<file path="src/rtl/ov7670_config_sequencer_if.sv">
// SCCB write-request handshake between the config sequencer and the SCCB master.
interface ov7670_config_sequencer_if;
   logic       valid;
   logic       ready;
   logic [7:0] id;
   logic [7:0] addr;
   logic [7:0] data;

   modport master (output valid, id, addr, data, input ready);
   modport slave  (input valid, id, addr, data, output ready);
endinterface

</file>
<file path="src/rtl/ov7670_config_sequencer.sv">
// Walks the OV7670 config ROM and turns each entry into an SCCB register write.
module ov7670_config_sequencer #(
   parameter int unsigned DELAY_CYCLES = 1_000_000,
   parameter logic [7:0]  SCCB_ID      = 8'h42
) (
   input  logic                             clk,
   input  logic                             rst_n,
   input  logic                             start_i,
   output logic [7:0]                       rom_addr_o,
   output logic                             rom_clk_en_o,
   input  logic [15:0]                      rom_dout_i,
   ov7670_config_sequencer_if.master        sccb,
   output logic                             busy_o,
   output logic                             done_o
);

   localparam int unsigned CW =
      (DELAY_CYCLES > 1) ? $clog2(DELAY_CYCLES) : 1;
   localparam logic [CW-1:0] DLY_LOAD = CW'(DELAY_CYCLES - 1);

   typedef enum logic [2:0] {
      IDLE, FETCH, DECODE, SEND, DELAY, DONE
   } state_t;

   state_t        state_q;
   logic [CW-1:0] cnt_q;
   logic [7:0]    addr_q;
   logic          en_q;
   logic          valid_q;
   logic          busy_q;
   logic          done_q;
   logic [7:0]    reg_q;
   logic [7:0]    data_q;
   logic          last_w;

   // Entry 255 is the last one; the table never wraps back to 0.
   assign last_w = (addr_q == 8'hFF);

   always_ff @(posedge clk or negedge rst_n) begin
      if (!rst_n) begin
         state_q <= IDLE;
         cnt_q   <= '0;
         addr_q  <= '0;
         en_q    <= 1'b0;
         valid_q <= 1'b0;
         busy_q  <= 1'b0;
         done_q  <= 1'b0;
         reg_q   <= '0;
         data_q  <= '0;
      end else begin
         en_q <= 1'b0;
         unique case (state_q)
            IDLE, DONE: begin
               if (start_i) begin
                  done_q  <= 1'b0;
                  addr_q  <= '0;
                  en_q    <= 1'b1;
                  busy_q  <= 1'b1;
                  state_q <= FETCH;
               end
            end
            FETCH: state_q <= DECODE;
            DECODE: begin
               unique case (1'b1)
                  (rom_dout_i == 16'hFFFF): begin
                     busy_q  <= 1'b0;
                     done_q  <= 1'b1;
                     state_q <= DONE;
                  end
                  (rom_dout_i == 16'hFFF0): begin
                     cnt_q   <= DLY_LOAD;
                     state_q <= DELAY;
                  end
                  default: begin
                     reg_q   <= rom_dout_i[15:8];
                     data_q  <= rom_dout_i[7:0];
                     valid_q <= 1'b1;
                     state_q <= SEND;
                  end
               endcase
            end
            SEND: begin
               if (sccb.ready) begin
                  valid_q <= 1'b0;
                  if (last_w) begin
                     busy_q  <= 1'b0;
                     done_q  <= 1'b1;
                     state_q <= DONE;
                  end else begin
                     addr_q  <= addr_q + 8'd1;
                     en_q    <= 1'b1;
                     state_q <= FETCH;
                  end
               end
            end
            DELAY: begin
               if (cnt_q == '0) begin
                  if (last_w) begin
                     busy_q  <= 1'b0;
                     done_q  <= 1'b1;
                     state_q <= DONE;
                  end else begin
                     addr_q  <= addr_q + 8'd1;
                     en_q    <= 1'b1;
                     state_q <= FETCH;
                  end
               end else begin
                  cnt_q <= cnt_q - CW'(1);
               end
            end
            default: state_q <= IDLE;
         endcase
      end
   end

   assign rom_addr_o   = addr_q;
   assign rom_clk_en_o = en_q;
   assign sccb.valid   = valid_q;
   assign sccb.id      = SCCB_ID;
   assign sccb.addr    = reg_q;
   assign sccb.data    = data_q;
   assign busy_o       = busy_q;
   assign done_o       = done_q;

endmodule

</file>
<file path="src/flat_wrapper.sv">
// flat-port wrapper written by rule: the top's interface ports become plain ports
module ov7670_config_sequencer_flat 
#(
   parameter int unsigned DELAY_CYCLES = 1_000_000,
   parameter logic [7:0]  SCCB_ID      = 8'h42
)
  (clk, rst_n, start_i, rom_addr_o, rom_clk_en_o, rom_dout_i, busy_o, done_o, sccb_valid, sccb_id, sccb_addr, sccb_data, sccb_ready);
  ov7670_config_sequencer_if sccb_i ();
  input  logic clk;
  input  logic rst_n;
  input  logic start_i;
  output logic [7:0] rom_addr_o;
  output logic rom_clk_en_o;
  input  logic [15:0] rom_dout_i;
  output logic busy_o;
  output logic done_o;
  output wire logic [$bits(sccb_i.valid)-1:0] sccb_valid;
  output wire logic [$bits(sccb_i.id)-1:0] sccb_id;
  output wire logic [$bits(sccb_i.addr)-1:0] sccb_addr;
  output wire logic [$bits(sccb_i.data)-1:0] sccb_data;
  input wire logic [$bits(sccb_i.ready)-1:0] sccb_ready;
  assign sccb_valid = sccb_i.valid;
  assign sccb_id = sccb_i.id;
  assign sccb_addr = sccb_i.addr;
  assign sccb_data = sccb_i.data;
  assign sccb_i.ready = sccb_ready;
  ov7670_config_sequencer #(.DELAY_CYCLES(DELAY_CYCLES), .SCCB_ID(SCCB_ID)) u_core (.clk(clk), .rst_n(rst_n), .start_i(start_i), .rom_addr_o(rom_addr_o), .rom_clk_en_o(rom_clk_en_o), .rom_dout_i(rom_dout_i), .sccb(sccb_i), .busy_o(busy_o), .done_o(done_o));
endmodule
</file>
<file path="config.mk">
export PLATFORM = sky130hd
export DESIGN_NAME = ov7670_config_sequencer_flat
export DESIGN_NICKNAME = d
export VERILOG_FILES = /design/src/rtl/ov7670_config_sequencer_if.sv /design/src/rtl/ov7670_config_sequencer.sv /design/src/flat_wrapper.sv
export SDC_FILE = /design/constraint.sdc
export NUM_CORES = 1
export LEC_CHECK = 0
export CORE_ASPECT_RATIO = 1.25
export CORE_MARGIN = 2
export CORE_UTILIZATION = 51
export DETAILED_ROUTE_END_ITERATION = 8
export PLACE_DENSITY = 0.79
export SLEW_MARGIN = 40
export SYNTH_ARGS = -nofsm -noshare
export SYNTH_HDL_FRONTEND = slang
export SYNTH_SLANG_ARGS = --single-unit
</file>
<file path="constraint.sdc">
create_clock -name clk -period 2.4 [get_ports clk]
set_input_delay 0.24 -clock clk [delete_from_list [all_inputs] [get_ports clk]]
set_output_delay 0.24 -clock clk [all_outputs]
set_load 0.1 [all_outputs]
</file>
==> results.cfg, run 1 <==
[status]
status = finished, final reports clean

[floorplanning]
coreArea_um2 = 5152
boundaryPins = 56
chipHeight_um = 86.03
initial_utilization_pct = 53.28
die_area_um2 = 5989
num_rows = 29
dieWidth_um = 69.62

[sta]
setup_tns_ns = 0
slew_viol_final = 0
fin_ws_ns = 0.2041
fmax_ghz = 0.4554
skew_ns = 0.01133
rsz0062_at_grt = false
fin_crit_ns = 2.196
finalCritPeriodShare_pct = 91.49
tightest_slew_ns = 0.6465
hold_viol = 0
slew_headroom_pct = 56.90
finalSetupViolations = 0

[yosys]
synthesis.area_um2 = 2745
yosysWarnings = 0
synth_edf_count = 0
netlist_instances = 263
postSynthAreaPerCell_um2 = 10.44
postSynth.topFlopCell = dfrtp_1
async_flop_share_pct = 100.0
ys_types = 56
ys_ff_latch = 51
ys_seq_area_share_pct = 46.49

[placement]
gp_congestion = 0.8079
place_inst = 371
dp_hpwl_um = 4265
dp_slack_ns = 0.1469
port_buffers = 47

[setup_path]
startpoint = u_core.state_q[0]
critical_path_required_ns = 2.57
timing.rr.start = u_core.state_q[0]
crit_path_start_kind = flop
crit_end = u_core.busy_o
crit_fanout = 8
worst_ep_arrival_time_ns = 2.37
cp-end-kind = flop
critPathKind = reg -> reg
rr_worst_depth = 5
r2r_end = u_core.busy_o
rrSetupSlack_ns = 0.20

[grt]
grt_pass1_wl_um = 9846
grt_antenna_before_repair = 0
grt_pass1_vias = 2187
grt_usage_pct = 20.08
grt_max_degree = 52
overflow = 0

[job]
drv_cap = 0

[clock_tree]
numCtsBuffers = 5
clock_latency_ns = 0.30
cts_tree = yes
clockBufferDepth = 2
ctsHoldBuffers = 0
cts_setup_buffers = 0
htree_levels = 2
clk_pin_slew_ns = 0.09
root_buffer = clkbuf_8
cts.sinks = 51

[layout]
instances_no_fill = 379
nets = 339
fillCellCount = 463
syn2layout_area_growth_pct = 20.33
layout-drive-gt1-share_pct = 23.34
diodes = 0

[detailed_routing]
ant_nets = 0
dr.first_iter.drc_count = 77
vias = 2186
vias_per_cell = 5.768
drc = 0
routedWlPerCell_um = 15.25
wl_um = 5779
drt_pass1_iterations = 4

[power]
power.density_nw_per_um2 = 1399
leakage_nw = 1.306
ir_drop_uv = 1285

[min_path]
hold_path.class = in -> async
[Yosys cell counts (all sizes together) (3+ instances only)]
library cell,n,area (um^2)
dfrtp,51,1276
nand3,17,85.08
buf,16,117.6
mux2,16,180.2
nor2,14,55.06
nand2,13,48.80
o21ai,11,58.80
nor3,9,56.31
nor4,9,68.81
xor2,9,78.83
inv,8,30.03
a21oi,7,42.54
nand4,7,43.79
o211ai,7,57.55
o31ai,7,52.55
or4,7,56.30
or3,5,31.28
and2,4,25.02
clkbuf,3,11.26
ha,3,37.54
mux2i,3,30.03
nor4b,3,26.28
o41ai,3,26.28
or3b,3,26.28
[metal layers]
metal / routed length, um / up-vias / GRT usage, %
met4: 55 / 0 / 5.245
li1: - / 1076 / -
met5: 0 / - / 0
met1: 2580 / 1050 / 26.14
met3: 257 / 6 / 4.113
met2: 2886 / 54 / 34.44
[power by group]
part | switching [mW] | internal [mW]
logic | 2.06 | 0.751
registers | 0.210 | 1.12
clock network | 0.275 | 0.205
total | 2.54 | 2.08
[registers in the layout, indices dropped and copies added (netlist names)]
name and flops:
u_core.cnt_q 20, u_core.rom_addr_o 8, u_core.sccb.addr 8, u_core.sccb.data 8
u_core.state_q 3, u_core.busy_o 1, u_core.done_o 1, u_core.rom_clk_en_o 1
u_core.sccb.valid 1
[cell families (layout without fill, tap and decap cells)]
logic type                 Yosys count  after routing  synth area share, %
and+or+nand+nor                    100            100                21.70
other                                2              8               0.2736
AOI/OAI and AO/OA                   50             50                13.22
buffers and inverters               27             75                5.788
DFF                                 51             51                46.49
adders and majority gates            3              3                1.368
muxes                               19             19                7.657
xor gates and xnor gates            11             11                3.510
[critical path: stages (launching register included)]
cell	delay, ns
dfrtp_1	0.49
or3b_1	0.51
nor4_2	0.47
nor2_1	0.12
nor4b_1	0.36
o21ai_0	0.13
[through the flow]
stage                     hold WS, ns  total power [mW]  area (um^2)  utilization (%)
final                         0.04711             4.622         3303            64.11
after detailed placement       0.3950             4.158         3212            62.34
after CTS                     0.06928             4.643         3293            63.91
after global placement         0.3981             4.114         3204            62.19
after floorplan              -0.05559             3.563         2770                -
after global routing           0.1144             4.844         3303            64.11
[how the worst min path moves through the flow]
stage           from               end  slack (ns)  cells past startpoint
6_report       rst_n  u_core.cnt_q[18]        0.05                      2
5_1_grt        rst_n  u_core.cnt_q[10]        0.11                      2
4_1_cts        rst_n   u_core.cnt_q[2]        0.07                      2
3_5_place_dp   rst_n  u_core.cnt_q[18]        0.39                      2
3_3_place_gp   rst_n  u_core.cnt_q[17]        0.40                      2
2_1_floorplan  rst_n     u_core.busy_o       -0.06                      0
[placed cells by master (no fill, tap or decap), types with 2 or more instances in the layout]
cell	instances
clkbuf_8	5
mux2_1	4
nor4_1	7
xor2_1	9
or4_1	6
nor2_1	13
or3b_1	2
mux2i_1	3
mux2_2	12
conb_1	8
o41ai_1	3
a21oi_1	4
nor4_2	2
o21ai_0	9
nand2_1	13
o211ai_1	6
and2_1	4
dfrtp_2	2
inv_1	8
nor2b_1	2
a22o_1	2
o22ai_1	2
nor4b_1	2
a21oi_2	2
clkdlybuf4s50_1	18
nand3_1	17
o311ai_1	2
a211oi_1	2
buf_4	40
nand4_1	7
o31ai_1	7
xnor2_1	2
or3_1	5
and3_1	2
ha_1	3
dfrtp_1	49
nor3_1	8
clkbuf_1	2
[area by class of cell]
cell class | instances | area (um^2) | area share (%)
clock buffers | 7 | 76.32 | 2.311
multi-input cells | 191 | 1350 | 40.87
inverters | 8 | 30.03 | 0.9091
clock inverters | 1 | 5.005 | 0.1515
repair buffers | 59 | 485.5 | 14.70
flip-flops and latches | 51 | 1279 | 38.71
well taps | 62 | 77.57 | 2.348
[repair_timing]
| action | 4_1_cts | 5_1_grt |
|---|---|---|
| endpoints found under the hold margin | 0 | 0 |
| resized for setup | 0 | 2 |
| setup endpoints to repair | 0 | 5 |
No activity file was read; power rests on OpenSTA's default activity.
==> run 2, diff against run 1 <==
Settings changed: HOLD_SLACK_MARGIN from default to 0.08.
==> results.cfg, run 2 (synthesis gave the netlist of run 1 again) <==
[sta]
fin_crit_ns = 2.191
hold_viol = 0
rsz0062_at_grt = false
slew_headroom_pct = 56.88
slew_viol_final = 0
finalCritPeriodShare_pct = 91.30
fmax_ghz = 0.4564
skew_ns = 0.01137
finalSetupViolations = 0
tightest_slew_ns = 0.6468
setup_tns_ns = 0

[floorplanning]
num_rows = 29
die_area_um2 = 5989
initial_utilization_pct = 53.28
boundaryPins = 56
dieWidth_um = 69.62
coreArea_um2 = 5152
chipHeight_um = 86.03

[setup_path]
startpoint = u_core.state_q[0]
crit_fanout = 8
rr_worst_depth = 5
cp-end-kind = flop
crit_path_start_kind = flop
path_cells = or3b_1, nor4_2, nor2_1, nor4b_1, o21ai_0
slowest_stage = or3b_1
critPathKind = reg -> reg
rrSetupSlack_ns = 0.21
critical_path_required_ns = 2.57
cpPeakStageDelay_ns = 0.51
crit_end = u_core.busy_o
r2r_end = u_core.busy_o
timing.rr.start = u_core.state_q[0]
worst_ep_arrival_time_ns = 2.37

[layout]
layout-drive-gt1-share_pct = 23.27
max_flop_register = u_core.cnt_q
instances_no_fill = 380
syn2layout_area_growth_pct = 20.69
largest_reg_flops = 20
final_common_cell = dfrtp_1
most-common-layout-cells = dfrtp_1 (49), buf_4 (40), clkdlybuf4s50_1 (18)
diodes = 0
nets = 340

[placement]
gp_congestion = 0.8079
dp_hpwl_um = 4265
port_buffers = 47
place_inst = 371

[grt]
grt_pass1_vias = 2187
grt_antenna_before_repair = 0
grt_usage_pct = 20.08
overflow = 0
grt_pass1_wl_um = 9846
grt_max_degree = 52

[job]
drv_cap = 0

[detailed_routing]
wl_um = 5791
routedWlPerCell_um = 15.24
ant_nets = 0
vias = 2188
dr.first_iter.drc_count = 88
drc = 0
drt_pass1_iterations = 4
vias_per_cell = 5.758

[clock_tree]
htree_levels = 2
cts_tree = yes
clockBufferDepth = 2
clk_pin_slew_ns = 0.09
clock_latency_ns = 0.30
numCtsBuffers = 5
cts.sinks = 51
root_buffer = clkbuf_8

[power]
leakage_nw = 1.310
total_power_mw = 4.625
ir_drop_uv = 1286
power.density_nw_per_um2 = 1396

[status]
status = finished, final reports clean

[min_path]
hold_path.class = reg -> reg
## run 2: cell types whose count changed in the layout (fill, tap and decap cells not counted), sizes merged
| cell | before | now |
|---|---|---|
| dlygate4sd3 | 0 | 1 |
## run 2: repair_timing
| item | CTS | global route |
|---|---|---|
| resized for setup | 0 | 2 |
| hold buffers | 1 | 0 |
| hold endpoints to repair | 26 | 0 |
| endpoints found under the setup margin | 0 | 5 |
| setup buffers | 0 | 0 |
## run 2: per-stage QoR
step / hold slack [ns] / util [%] / setup slack [ns] / instance area [um^2]
floorplan: -0.05559 / - / 0.1068 / 2770
global placement: 0.3981 / 62.19 / 0.1425 / 3204
detailed placement: 0.3950 / 62.34 / 0.1469 / 3212
CTS: 0.5002 / 64.11 / 0.1198 / 3303
global route: 0.5252 / 64.30 / 0.03736 / 3313
finish: 0.4964 / 64.30 / 0.2088 / 3313
## run 2: final cells by class
cell class                 instances  area, um^2
timing repair buffer              60       495.5
sequential                        51        1279
clock inverter                     1       5.005
tap                               62       77.57
clock buffer                       7       76.32
fill                             462        1839
inverter                           8       30.03
multi-input combinational        191        1350
## run 2: routing by layer
layer	share of wire, %	vias up	GRT usage (%)
met3	4.7	6	4.113
li1	-	1078	-
met5	0	-	0
met1	44	1047	26.14
met4	0.95	0	5.245
met2	50	57	34.44
## run 2: report_power, final
group,total [mW],switching [mW],internal [mW]
Clock,0.482,0.276,0.206
Combinational,2.81,2.06,0.752
Sequential,1.33,0.210,1.12
## run 2: worst max-delay path, delay by kind of cell (launching register included)
kind	cells	cell delay, ns
simple gates	4	1.45
compound gates	1	0.13
flops	1	0.48
## run 2: how the worst min path moves through the flow
stage / from / end / slack, ns / depth (start not counted)
floorplan: rst_n / u_core.busy_o / -0.06 / 0
finish: u_core.sccb.addr[2] / u_core.sccb.addr[2] / 0.50 / 1
global placement: rst_n / u_core.cnt_q[17] / 0.40 / 2
detailed placement: rst_n / u_core.cnt_q[18] / 0.39 / 2
global route: u_core.sccb.addr[2] / u_core.sccb.addr[2] / 0.53 / 1
CTS: u_core.sccb.addr[2] / u_core.sccb.addr[2] / 0.50 / 1
